==> config.mk <==
export PLATFORM = sky130hd
export DESIGN_NAME = mdio_master
export DESIGN_NICKNAME = d
export VERILOG_FILES = /design/src/rtl/mdio_master.sv
export SDC_FILE = /design/constraint.sdc
export NUM_CORES = 1
export LEC_CHECK = 0
export CAP_MARGIN = 10
export CORE_ASPECT_RATIO = 2
export CORE_MARGIN = 1
export CORE_UTILIZATION = 54
export CTS_CLUSTER_SIZE = 28
export DETAILED_ROUTE_END_ITERATION = 7
export PLACE_DENSITY_LB_ADDON = 0.2
export SYNTH_ARGS = -nofsm -noshare
export SYNTH_HDL_FRONTEND = slang
export SYNTH_SLANG_ARGS = --single-unit
==> constraint.sdc <==
create_clock -name CLK -period 2.6 [get_ports CLK]
set_input_delay 0.52 -clock CLK [delete_from_list [all_inputs] [get_ports CLK]]
set_output_delay 0.52 -clock CLK [all_outputs]
set_load 0.1 [all_outputs]
==> src/rtl/mdio_master.sv <==
// Clause 22 MDIO management master: one register read/write request at a time,
// serialised onto MDC/MDIO through an external tri-state pad buffer.
module mdio_master #(
    parameter int CLK_DIV      = 10,
    parameter int PREAMBLE_LEN = 32
) (
    input  logic        CLK,
    input  logic        RST,
    input  logic        req_valid,
    output logic        req_ready,
    input  logic        req_write,
    input  logic [4:0]  req_phy,
    input  logic [4:0]  req_reg,
    input  logic [15:0] req_wdata,
    output logic        rsp_valid,
    output logic [15:0] rsp_rdata,
    output logic        rsp_err,
    output logic        mdc,
    output logic        mdio_oe,
    output logic        mdio_o,
    input  logic        mdio_i
);
    localparam int N  = PREAMBLE_LEN + 32;
    localparam int PW = (CLK_DIV > 1) ? $clog2(CLK_DIV) : 1;
    localparam logic [PW-1:0] PH_LAST  = PW'(CLK_DIV - 1);
    localparam logic [5:0]    LAST_BIT = 6'(N - 1);
    localparam logic [5:0]    TA2_BIT  = 6'(PREAMBLE_LEN + 15);

    typedef enum logic [2:0] {IDLE, PRE, CMD, TA, DATA} state_t;

    state_t        state;
    state_t        nxt_state;
    logic [PW-1:0] phase;
    logic [5:0]    bit_cnt;
    logic [5:0]    nb;
    int            nb_i;
    logic [31:0]   frame;
    logic [31:0]   new_frame;
    logic          is_write;
    logic [14:0]   shift;
    logic          ta_err;
    logic          nxt_o;
    logic          nxt_oe;

    // Post-preamble part of the frame; read TA/DATA slots hold 1 (bus released).
    always_comb begin
        new_frame = {2'b01, req_write ? 2'b01 : 2'b10, req_phy, req_reg,
                     req_write ? 2'b10 : 2'b11,
                     req_write ? req_wdata : 16'hFFFF};
        nb        = bit_cnt + 6'd1;
        nb_i      = int'(nb);
        nxt_o     = 1'b1;
        nxt_state = DATA;
        if (nb_i < PREAMBLE_LEN) begin
            nxt_state = PRE;
        end else begin
            nxt_o = frame[5'(31 + PREAMBLE_LEN - nb_i)];
            if (nb_i < PREAMBLE_LEN + 14)
                nxt_state = CMD;
            else if (nb_i < PREAMBLE_LEN + 16)
                nxt_state = TA;
        end
        nxt_oe = is_write || (nb_i < PREAMBLE_LEN + 14);
    end

    always_ff @(posedge CLK) begin
        if (RST) begin
            state     <= IDLE;
            req_ready <= 1'b0;
            rsp_valid <= 1'b0;
            rsp_rdata <= 16'h0;
            rsp_err   <= 1'b0;
            mdc       <= 1'b0;
            mdio_oe   <= 1'b0;
            mdio_o    <= 1'b1;
            phase     <= '0;
            bit_cnt   <= '0;
            frame     <= '0;
            is_write  <= 1'b0;
            shift     <= '0;
            ta_err    <= 1'b0;
        end else begin
            rsp_valid <= 1'b0;
            case (state)
                IDLE: begin
                    mdc       <= 1'b0;
                    req_ready <= 1'b1;
                    if (req_valid && req_ready) begin
                        req_ready <= 1'b0;
                        is_write  <= req_write;
                        frame     <= new_frame;
                        bit_cnt   <= '0;
                        phase     <= '0;
                        mdio_oe   <= 1'b1;
                        mdio_o    <= (PREAMBLE_LEN > 0) ? 1'b1 : new_frame[31];
                        state     <= (PREAMBLE_LEN > 0) ? PRE : CMD;
                    end
                end
                default: begin
                    if (phase == PH_LAST) begin
                        phase <= '0;
                        mdc   <= ~mdc;
                        // End of the high phase closes the current bit.
                        if (mdc) begin
                            if (state == TA && bit_cnt == TA2_BIT)
                                ta_err <= mdio_i;
                            if (state == DATA)
                                shift <= {shift[13:0], mdio_i};
                            if (bit_cnt == LAST_BIT) begin
                                state     <= IDLE;
                                req_ready <= 1'b1;
                                rsp_valid <= 1'b1;
                                mdio_oe   <= 1'b0;
                                mdio_o    <= 1'b1;
                                rsp_rdata <= is_write ? 16'h0 : {shift, mdio_i};
                                rsp_err   <= is_write ? 1'b0 : ta_err;
                            end else begin
                                bit_cnt <= nb;
                                state   <= nxt_state;
                                mdio_o  <= nxt_o;
                                mdio_oe <= nxt_oe;
                            end
                        end
                    end else begin
                        phase <= phase + PW'(1);
                    end
                end
            endcase
        end
    end
endmodule

==> out/results.md <==
### Status
• result of the run: complete, no violations

### Routing
• number of nets with antenna violations after routing: 0
• drt initial violations: 203
• via count: 3174
• Avg WL per Cell: 14.9 um
• sum of routed wire length over all layers: 8.22 mm
• final routed DRC violation total: 0
• Initial DRT Pass Iterations: 4
• vias per inst: 5.74

### Timing
• Max Clock Skew: 0.00653 ns
• Max-slew headroom: 0.609
• RSZ-0062 raised after global routing: no
• fin. max-slew vios: 0
• worst-case hold slack: 0.457 ns
• Worst Slack Setup Final: 0.302 ns
• Setup TNS: 0 ns
• Setup Viol. Count Final: 0
• maximum clock frequency: 0.435 GHz
• Worst-Margin Slew: 0.586 ns
• number of hold-slack violations in the final timing report: 0
• crit path time final: 2.30 ns
• final worst path period share: 0.884

### Setup path
• crit path kind: reg2reg
• element type at the critical path end: flip-flop
• register-to-register setup slack: 0.30 ns
• worst-path maximum fanout: 10
• worst reg2reg startpoint: bit_cnt[1]$_SDFFE_PP0P_
• CP startpoint kind: flip-flop
• capture point of the worst reg-to-reg path: mdio_o$_SDFFE_PP1P_
• cells on worst reg2reg path: 6
• Req. time, crit path: 2.81 ns
• crit path DAT: 2.51 ns

### Final layout
• most frequent standard cell in the layout excluding fill and tap cells: sky130_fd_sc_hd__dfxtp_1
• post-layout utilization of the core: 0.677
• diode insertion count for antenna repair: 0
• Area growth syn-to-layout: 21.4%
• commonest cells after routing, fill and taps aside: sky130_fd_sc_hd__dfxtp_1 (80), sky130_fd_sc_hd__nand2_1 (67), sky130_fd_sc_hd__a21oi_1 (42)
• fin nets: 494
• Filler cells: 574
• sequential cell area: 0.00160 mm^2
• fraction of final layout cells with drive strength greater than 1: 0.155
• footprint of the multi-input gates: 0.00190 mm^2

### Synth
• count of flip-flops with a built-in enable after synthesis: 0
• Synthesized Nets: 452
• synthesized instance count: 418
• Synthesis Warnings: 0
• Async S/R FF share, synth: 0
• sequential share of the synthesized area: 0.434
• Most used DFF post-synth: sky130_fd_sc_hd__dfxtp_1
• area of the mapped netlist: 0.00369 mm^2
• Syn Area/Cell: 8.83 um^2
• number of library cell types mapped by synthesis: 55
• register bit count reported by yosys: 80

### Global route
• number of global-route vias before repair: 3042
• total congestion overflow after global routing: 0
• met2 track demand over resource in global routing: 0.457
• maximum number of pins on one net before global-route repair: 30
• Top Usage Layer GRT: met2
• Total Routing Usage GR: 0.257
• GRT met1 Usage: 0.255
• met3 Track Usage GR: 0.0543
• global-route wire length before repair: 13.9 mm
• number of antenna violations at the first check in global routing: 0

### Worst hold path
• Hold EP: shift[14]$_SDFFE_PP0P_
• Worst Hold Launch: shift[14]$_SDFFE_PP0P_
• worst hold path class: reg2reg
• Worst Hold Depth: 2

### Clock network
• Clock Sinks: 80
• cts hold-fix bufs: 0
• Longest Clk Path Bufs: 2
• Worst-Skew Late Latency: 0.34 ns
• number of buffers created by CTS: 9
• buffer cell driving the clock tree root: sky130_fd_sc_hd__clkbuf_16
• setup repair bufs after CTS: 0
• CTS H-Tree Depth: 3
• CTS clock-pin slew for the worst setup and hold paths: 0.06 ns
• CTS tree: built
• cts repair resizes: 0

### Placed design
• routability-driven placement congestion ratio: 0.911
• Port Buffers: 52
• worst setup slack before clock tree synthesis: 0.314 ns
• post-detail-place hpwl: 6.05 mm

### Pwr
• leakage power of the design: 1.61 nW
• power consumption: 2.77 mW
• peak ir drop on the vdd network: 415 uV
• Pwr per Cell Area: 619 mW/mm^2

### Floorplan
• Starting Density: 0.558
• number of top-level pins: 53
• placeable core region: 0.00662 mm^2
• die extent in y: 119 um
• die area: 0.00719 mm^2
• Die Wd: 60.5 um
• Cell Rows: 42

### Job
• max-capacitance violation count: 0

-- synthesized netlist by cell type, types with 2 or more instances --
library cell / number / area share
sky130_fd_sc_hd__nor4_1: 3 / 0.0051
sky130_fd_sc_hd__clkbuf_1: 15 / 0.015
sky130_fd_sc_hd__a211o_1: 2 / 0.0047
sky130_fd_sc_hd__buf_2: 13 / 0.018
sky130_fd_sc_hd__a311oi_1: 2 / 0.0047
sky130_fd_sc_hd__or3_1: 3 / 0.0051
sky130_fd_sc_hd__a22o_1: 17 / 0.040
sky130_fd_sc_hd__o211ai_1: 2 / 0.0041
sky130_fd_sc_hd__buf_4: 4 / 0.0081
sky130_fd_sc_hd__nor2_1: 34 / 0.035
sky130_fd_sc_hd__dfxtp_1: 80 / 0.43
sky130_fd_sc_hd__nand4b_1: 2 / 0.0047
sky130_fd_sc_hd__o21a_1: 2 / 0.0041
sky130_fd_sc_hd__buf_6: 3 / 0.0091
sky130_fd_sc_hd__a22oi_1: 2 / 0.0041
sky130_fd_sc_hd__a211oi_1: 2 / 0.0041
sky130_fd_sc_hd__and2_1: 2 / 0.0034
sky130_fd_sc_hd__nand2_1: 67 / 0.068
sky130_fd_sc_hd__a21oi_1: 42 / 0.057
sky130_fd_sc_hd__a21boi_1: 3 / 0.0061
sky130_fd_sc_hd__inv_1: 2 / 0.0020
sky130_fd_sc_hd__nor3_1: 22 / 0.030
sky130_fd_sc_hd__and3_1: 3 / 0.0051
sky130_fd_sc_hd__nand3_1: 12 / 0.016
sky130_fd_sc_hd__mux2i_1: 5 / 0.014
sky130_fd_sc_hd__mux4_2: 8 / 0.049
sky130_fd_sc_hd__o21ai_0: 5 / 0.0068
sky130_fd_sc_hd__nor2b_1: 5 / 0.0085
sky130_fd_sc_hd__nor3b_1: 17 / 0.035
sky130_fd_sc_hd__o21ai_1: 8 / 0.011
sky130_fd_sc_hd__ha_1: 3 / 0.010
sky130_fd_sc_hd__and3_4: 2 / 0.0061
sky130_fd_sc_hd__xnor2_1: 4 / 0.0095
-- power breakdown --
group	switching [mW]	internal, mW
sequential	0.0280	1.26
clock	0.482	0.767
combinational	0.127	0.105
total	0.636	2.14
-- per-stage QoR --
step	instances	area, um^2
after detailed placement	537	4180
after global routing	553	4480
after global placement	537	4180
after floorplan	418	3690
after CTS	553	4480
final	553	4480
-- final cells by class --
type / instances / area share
Clock buffer: 11 / 0.0542
Clock inverter: 5 / 0.0126
Inverter: 2 / 0.00168
Multi-Input combinational cell: 301 / 0.424
Sequential cell: 80 / 0.357
Tap cell: 88 / 0.0246
Timing Repair Buffer: 66 / 0.126
-- cell families (layout without fill, tap and decap cells) --
group,Yosys count,after routing,share of synthesized area
and+or+nand+nor,182,182,0.250
AOI/OAI and AO/OA,98,98,0.179
DFF,80,80,0.434
buffers and inverters,37,84,0.0522
muxes,13,13,0.0624
xor gates and xnor gates,5,5,0.0119
adders and majority gates,3,3,0.0102
-- per-layer routing --
metal,vias up,part of all wire
met4,0,0.044
met5,-,0
li1,1570,-
met2,83,0.56
met3,27,0.033
met1,1494,0.37
-- state kept, by name (all words and copies together), names as in the netlist, 3 cells and up --
name and cells:
rsp_rdata 16, bit_cnt 6, phase 4, frame 29
shift 15, state 3
-- worst max-delay path, cell delays in order (launching register included) --
cell and delay [ns]:
sky130_fd_sc_hd__dfxtp_1 0.40, sky130_fd_sc_hd__ha_1 0.55, sky130_fd_sc_hd__mux4_2 0.56, sky130_fd_sc_hd__mux2i_1 0.15, sky130_fd_sc_hd__a21oi_1 0.05, sky130_fd_sc_hd__nor4b_1 0.34
sky130_fd_sc_hd__a211oi_1 0.12
-- worst max-delay path by stage --
stage                                  startpoint                  end  slack, ns  depth (start not counted)
after floorplan                  mdc$_SDFFE_PP0P_  mdio_o$_SDFFE_PP1P_       0.38                          5
after global placement    bit_cnt[1]$_SDFFE_PP0P_  mdio_o$_SDFFE_PP1P_       0.39                          6
after detailed placement  bit_cnt[1]$_SDFFE_PP0P_  mdio_o$_SDFFE_PP1P_       0.31                          6
after CTS                 bit_cnt[1]$_SDFFE_PP0P_  mdio_o$_SDFFE_PP1P_       0.30                          6
after global routing      bit_cnt[1]$_SDFFE_PP0P_  mdio_o$_SDFFE_PP1P_       0.09                          6
final                     bit_cnt[1]$_SDFFE_PP0P_  mdio_o$_SDFFE_PP1P_       0.30                          6
No activity file was read; power rests on OpenSTA's default activity.
